$ cat src/rtl/bus_select_encoder.sv
// -----------------------------------------------------------------------------
// bus_select_encoder
//
// Purpose
//   Encodes a (nominally one-hot) request vector into a registered source
//   index. When more than one request bit is set in a sampled vector, the
//   block still picks a winner. It also flags the event with a one-cycle
//   pulse, a sticky error bit and a saturating event counter.
//
//   Winner selection:
//     default build      : fixed priority, the lowest set index wins.
//     BUS_SELECT_ENC_RR_EN: round-robin. The search starts at last_grant+1
//                           and wraps modulo N_SRC. The pointer advances only
//                           on edges that actually grant (en=1, req != 0).
//
// Configuration macro
//   BUS_SELECT_ENC_RR_EN  - define to build the round-robin variant.
//
// Parameters
//   N_SRC  number of request lines
//   SEL_W  select width, 2**SEL_W >= N_SRC
//   HOLD   1: keep the last sel when nothing is requested, 0: drive 0
//   CNT_W  width of the multi-hot event counter
//
// Ports
//   clk        in   single clock, rising edge
//   clr        in   asynchronous active-high reset
//   req        in   [N_SRC-1:0] request vector, bit k requests source k
//   en         in   sample enable
//   err_clr    in   synchronous clear of multi_err / err_count
//   sel        out  [SEL_W-1:0] registered winning index
//   sel_valid  out  sel reflects a request sampled on the last enabled cycle
//   multi_hot  out  one-cycle pulse, sampled req had >= 2 bits set
//   multi_err  out  sticky multi-hot flag
//   err_count  out  [CNT_W-1:0] saturating count of multi-hot samples
//
// Timing
//   All outputs are registered. req/en are sampled on a rising edge and the
//   result is visible right after that same edge (one edge of latency).
// -----------------------------------------------------------------------------
module bus_select_encoder #(
    parameter int N_SRC = 32,
    parameter int SEL_W = 5,
    parameter int HOLD  = 1,
    parameter int CNT_W = 8
) (
    input  logic             clk,
    input  logic             clr,
    input  logic [N_SRC-1:0] req,
    input  logic             en,
    input  logic             err_clr,
    output logic [SEL_W-1:0] sel,
    output logic             sel_valid,
    output logic             multi_hot,
    output logic             multi_err,
    output logic [CNT_W-1:0] err_count
);

    // -------------------------------------------------------------------------
    // Constants
    // -------------------------------------------------------------------------
    localparam logic [CNT_W-1:0] CNT_MAX = '1;

    // -------------------------------------------------------------------------
    // Output registers
    // -------------------------------------------------------------------------
    logic [SEL_W-1:0] r_sel;
    logic             r_sel_valid;
    logic             r_multi_hot;
    logic             r_multi_err;
    logic [CNT_W-1:0] r_err_count;

    // -------------------------------------------------------------------------
    // Combinational request decode
    // -------------------------------------------------------------------------
    logic             w_req_any;   // at least one request bit set
    logic             w_multi;     // two or more request bits set
    logic [SEL_W-1:0] w_win_idx;   // winning index for this sample

    // The port is exactly N_SRC bits wide. Indices at or above N_SRC therefore
    // cannot be requested, and both encoders below only ever produce indices
    // in 0..N_SRC-1, even when SEL_W could express more.
    assign w_req_any = |req;

    // Clearing the lowest set bit leaves something behind exactly when two or
    // more bits were set. This avoids building a full popcount adder tree.
    assign w_multi = |(req & (req - N_SRC'(1)));

`ifdef BUS_SELECT_ENC_RR_EN
    // -------------------------------------------------------------------------
    // Round-robin winner
    // -------------------------------------------------------------------------
    // r_ptr holds the last granted index. Reset puts it at N_SRC-1, so the
    // first search after reset starts at index 0.
    logic [SEL_W-1:0] r_ptr;
    logic             w_rr_hit;

    // base is in 0..N_SRC-1 and off is in 1..N_SRC, so one conditional
    // subtraction is enough to wrap. No general modulo is needed.
    function automatic int rr_wrap(input int base, input int off);
        int sum;
        sum = base + off;
        if (sum >= N_SRC) begin
            sum = sum - N_SRC;
        end
        return sum;
    endfunction

    always_comb begin
        w_win_idx = '0;
        w_rr_hit  = 1'b0;
        // Offsets run 1..N_SRC. Offset N_SRC lands back on the last grant, so
        // the previous winner is chosen again only if it is the sole requester.
        for (int o = 1; o <= N_SRC; o++) begin
            if (!w_rr_hit && req[rr_wrap(int'(r_ptr), o)]) begin
                w_win_idx = SEL_W'(rr_wrap(int'(r_ptr), o));
                w_rr_hit  = 1'b1;
            end
        end
    end

    // The pointer moves only on edges that actually grant something.
    always_ff @(posedge clk or posedge clr) begin
        if (clr) begin
            r_ptr <= SEL_W'(N_SRC - 1);
        end else if (en && w_req_any) begin
            r_ptr <= w_win_idx;
        end
    end
`else
    // -------------------------------------------------------------------------
    // Fixed-priority winner: the lowest set index wins
    // -------------------------------------------------------------------------
    // The scan walks from the top index down. Each later assignment overrides
    // the earlier ones, so the lowest set bit has the final say.
    always_comb begin
        w_win_idx = '0;
        for (int i = N_SRC - 1; i >= 0; i--) begin
            if (req[i]) begin
                w_win_idx = SEL_W'(i);
            end
        end
    end
`endif

    // -------------------------------------------------------------------------
    // Select path: sel / sel_valid / multi_hot
    // -------------------------------------------------------------------------
    always_ff @(posedge clk or posedge clr) begin
        if (clr) begin
            r_sel       <= '0;
            r_sel_valid <= 1'b0;
            r_multi_hot <= 1'b0;
        end else begin
            // multi_hot is a pulse. It drops unless this edge samples a
            // multi-hot vector with en high.
            r_multi_hot <= en && w_multi;
            if (en) begin
                if (w_req_any) begin
                    r_sel       <= w_win_idx;
                    r_sel_valid <= 1'b1;
                end else begin
                    r_sel_valid <= 1'b0;
                    if (HOLD == 0) begin
                        r_sel <= '0;
                    end
                end
            end
        end
    end

    // -------------------------------------------------------------------------
    // Error path: sticky flag and saturating counter
    // -------------------------------------------------------------------------
    // If a new multi-hot sample and err_clr arrive on the same edge, the new
    // event wins. The clear wipes the history and this sample then counts as
    // the first event, which leaves err_count at 1 and multi_err set.
    // err_clr is not gated by en. A clear request is honoured on any edge.
    always_ff @(posedge clk or posedge clr) begin
        if (clr) begin
            r_multi_err <= 1'b0;
            r_err_count <= '0;
        end else if (en && w_multi) begin
            r_multi_err <= 1'b1;
            if (err_clr) begin
                r_err_count <= CNT_W'(1);
            end else if (r_err_count != CNT_MAX) begin
                r_err_count <= r_err_count + CNT_W'(1);
            end
        end else if (err_clr) begin
            r_multi_err <= 1'b0;
            r_err_count <= '0;
        end
    end

    // -------------------------------------------------------------------------
    // Outputs
    // -------------------------------------------------------------------------
    assign sel       = r_sel;
    assign sel_valid = r_sel_valid;
    assign multi_hot = r_multi_hot;
    assign multi_err = r_multi_err;
    assign err_count = r_err_count;

endmodule

$ cat config.mk
export PLATFORM = sky130hd
export DESIGN_NAME = bus_select_encoder
export DESIGN_NICKNAME = d
export VERILOG_FILES = /design/src/rtl/bus_select_encoder.sv
export SDC_FILE = /design/constraint.sdc
export NUM_CORES = 1
export LEC_CHECK = 0
export ABC_AREA = 0
export BUFFER_PORTS_ARGS = -buffer_cell sky130_fd_sc_hd__buf_2
export CORE_UTILIZATION = 40
export DETAILED_ROUTE_END_ITERATION = 8
export PLACE_DENSITY = 0.7
export SETUP_SLACK_MARGIN = 0.4
export SKIP_LAST_GASP = 1
export SLEW_MARGIN = 20
export SYNTH_ARGS = -nofsm -noshare
export SYNTH_HDL_FRONTEND = slang
export SYNTH_SLANG_ARGS = --single-unit
$ cat constraint.sdc
create_clock -name clk -period 1.5 [get_ports clk]
set_input_delay 0.45 -clock clk [delete_from_list [all_inputs] [get_ports clk]]
set_output_delay 0.45 -clock clk [all_outputs]
set_load 0.005 [all_outputs]
==> flow_metrics.env <==
export IMPL_holdBufCountCts=0
export IMPL_criticalPathCategory="input pin to flop"
export IMPL_core_rowCount=21
export IMPL_cts_htree_levels=1
export IMPL_die_h_um=61.4
export IMPL_clkTransAtPathRegs_ns=0.10
export IMPL_cts_sinks=16
export IMPL_wl_per_cell_um=15.0
export IMPL_worstPathMaxFanout=4
export IMPL_async_reset_ff_share_pct=100
export IMPL_fin_util_pct=79.9
export IMPL_status="finished with violations"
export IMPL_cts_root_buf="clkbuf_4"
export IMPL_p_leak_nw=1.24
export IMPL_tightest_slew_ns=0.541
export IMPL_layout_drive_gt1_share_pct=56.3
export IMPL_yosysSeqAreaShare_pct=28.4
export IMPL_critPathLaunchType="input pin"
export IMPL_antenna_found_initial=0
export IMPL_grt_max_degree=17
export IMPL_timing_fmax_ghz=0.375
export IMPL_firstDrtPassIters=4
export IMPL_synthCells=182
export IMPL_pre_cts_slack_ns=-1.55
export IMPL_numCtsBuffers=3
export IMPL_drc=0
export IMPL_rr_endpoint="err_count[0]"
export IMPL_reg2reg_depth=7
export IMPL_peakVddDrop_uv=633
export IMPL_grt_pass1_wl_mm=7.83
export IMPL_core_area_um2=3360
export IMPL_final_area_um2=2690
export IMPL_area_growth_pct=90.7
export IMPL_num_vias=2066
export IMPL_drt_iter0_markers=174
export IMPL_ant_nets=0
export IMPL_worstPathArrival_ns=2.87
export IMPL_slew_headroom_pct=63.0
export IMPL_setup_violations=15
export IMPL_ys_flop_type="dfrtp_1"
export IMPL_synth_cell_types=46
export IMPL_endpoint="err_count[7]"
export IMPL_skew_ns=0.0104
export IMPL_setup_slack_ns=-1.17
export IMPL_avgSynthCellArea_um2=7.75
export IMPL_drv_slew=0
export IMPL_grt_pass1_vias=1830
export IMPL_num_antenna_cells=0
export IMPL_cp_end_kind="flop"
export IMPL_clkLatencyLatePin_ns=0.29
export IMPL_io_buffers=51
export IMPL_dieArea_um2=3770
export IMPL_r2r_setup_slack_ns=-0.37
export IMPL_place_congestion=0.895
export IMPL_start_util_pct=41.9
export IMPL_wirelength_mm=5.44
export IMPL_clockBufferDepth=2
export IMPL_rsz0062_at_grt="true"
export IMPL_cts_tree="yes"
export IMPL_grt_ovfl_total=0
export IMPL_dp_hpwl_mm=3.76
export IMPL_period_share_pct=178
export IMPL_powerDensity_nw_per_um2=460
export IMPL_worst_ep_required_time_ns=1.70
export IMPL_hold_viol=0
export IMPL_cpMaxStageDelayCell="or4_4"
export IMPL_holdCritPathClass="input pin to async pin"
export IMPL_synth_edf_count=0
export IMPL_violations="negative setup slack"
export IMPL_yosys_warnings=0
export IMPL_grt_usage_pct=27.6
export IMPL_max_cap_violations=0
export IMPL_vias_per_cell=5.71
export IMPL_ys_ff_latch=16
export IMPL_syn_area_um2=1410
export IMPL_synthesis_nets=219
export IMPL_cp_slowest_stage_delay_ns=0.54
export IMPL_reg2reg_from="err_count[0]"
export IMPL_ios=52
export IMPL_post_dp_cell_area_um2=2350
export IMPL_period_minus_slack_ns=2.67
export IMPL_nFillCells=227
export IMPL_fin_nets=354
export IMPL_setup_tns_final_ns=-13.71
export IMPL_crit_chain="buf_6 -> or4_4 -> buf_6 -> o41ai_2 -> nand2_1 -> a221o_1 -> nor4_2 -> a41oi_2 -> buf_4 -> buf_4 -> a211oi_2"
export IMPL_die_w_um=61.4
export IMPL_startpoint="req[0]"
==> critical path, delay by kind of cell <==
family | cells | cell delay, ns
compound gates | 4 | 0.89
buf+inv | 4 | 0.58
simple gates | 3 | 0.93
==> how the worst min path moves through the flow <==
stage / start / to / slack (ns) / depth (start not counted)
after floorplan: clr / err_count[0] / 0.36 / 1
after global placement: clr / sel[1] / 0.46 / 3
after detailed placement: sel[1] / sel[1] / 0.45 / 2
after CTS: clr / sel[3] / 0.15 / 3
after global routing: clr / sel[3] / 0.14 / 3
final: clr / sel[3] / 0.14 / 3
==> synthesized netlist by cell type, drive strengths merged (2+ instances only) <==
cell type	count	share of area, %
o21ai	9	3.2
buf	2	1.2
nand2	10	2.7
nor4	7	3.5
o41a	2	1.6
a21oi	21	7.5
a41oi	2	1.8
nand3	7	2.5
o31ai	4	2.1
mux2	2	1.6
a211oi	3	1.6
o41ai	5	3.1
and3	4	1.8
a31oi	2	0.89
and4	3	1.9
o2111ai	2	1.2
nor3	13	4.6
dfrtp	16	28
nor2	18	4.8
nor2b	2	0.89
nand4	2	0.89
inv	12	3.2
a2111oi	3	1.9
nor3b	2	1.1
a41o	2	1.4
clkbuf	3	0.80
or4	6	3.2
or2	2	0.89
o32ai	2	1.2
a22oi	2	1.1
==> power breakdown <==
group	leakage (nW)	internal (mW)	switching, mW
sequential	0.206	0.451	0.0126
combinational	1.01	0.254	0.233
clock	0.0210	0.148	0.139
total	1.24	0.853	0.385
==> layout by cell type (no fill, tap or decap), types with 3 or more instances in the layout <==
cell and count:
nor2_4 3, nand2_1 9, o21ai_0 6, buf_6 22
o41ai_1 3, buf_4 70, buf_2 42, or4_4 5
and3_1 4, a21oi_1 17, nor4_2 3, clkbuf_4 3
a21oi_2 3, nand3_1 7, dfrtp_1 15, nor2_1 15
inv_1 12, nor3_1 11
==> sequential cells by signal, indices dropped and copies added, names as in the netlist <==
register / count
multi_err: 1
sel_valid: 1
err_count: 8
sel: 5
multi_hot: 1
==> timing repair <==
| item | in CTS | in global routing |
|---|---|---|
| setup buffers | 9 | 3 |
| setup endpoints to repair | 32 | 32 |
| gates cloned | 0 | 0 |
| resized for setup | 39 | 9 |
| pin swaps | 29 | 7 |
==> metal layers <==
layer / wire length (um) / vias to the layer above / part of all wire [%] / global-route usage, %
li1: - / 1000 / - / -
met2: 2620 / 91 / 48 / 47.0
met4: 37 / 0 / 0.68 / 5.71
met5: 0 / - / 0 / 0
met1: 2440 / 969 / 45 / 37.6
met3: 335 / 6 / 6.2 / 3.78
==> stage by stage <==
step                      instances  hold slack (ns)  total power [mW]
after CTS                       359            0.150              1.21
after global routing            362            0.137              1.30
final                           362            0.140              1.24
after detailed placement        346            0.453             0.881
after floorplan                 182            0.364             0.615
after global placement          346            0.458             0.874
==> area by class of cell <==
class | count | area, um^2 | share of cell area (%)
Clock buffer | 4 | 36.3 | 1.35
Tap cell | 46 | 57.6 | 2.14
Multi-Input combinational cell | 149 | 1150 | 42.8
Sequential cell | 16 | 402 | 14.9
Inverter | 12 | 45.0 | 1.68
Timing Repair Buffer | 135 | 998 | 37.1
==> cell families (layout without fill, tap and decap cells) <==
family,Yosys count,in the layout,synth area share [%]
buffers and inverters,17,151,5.15
muxes,2,2,1.60
DFF,16,16,28.4
and+or+nand+nor,79,79,30.3
adders and majority gates,2,2,1.60
AOI/OAI and AO/OA,66,66,32.9
(Power assumes the default switching activity.)
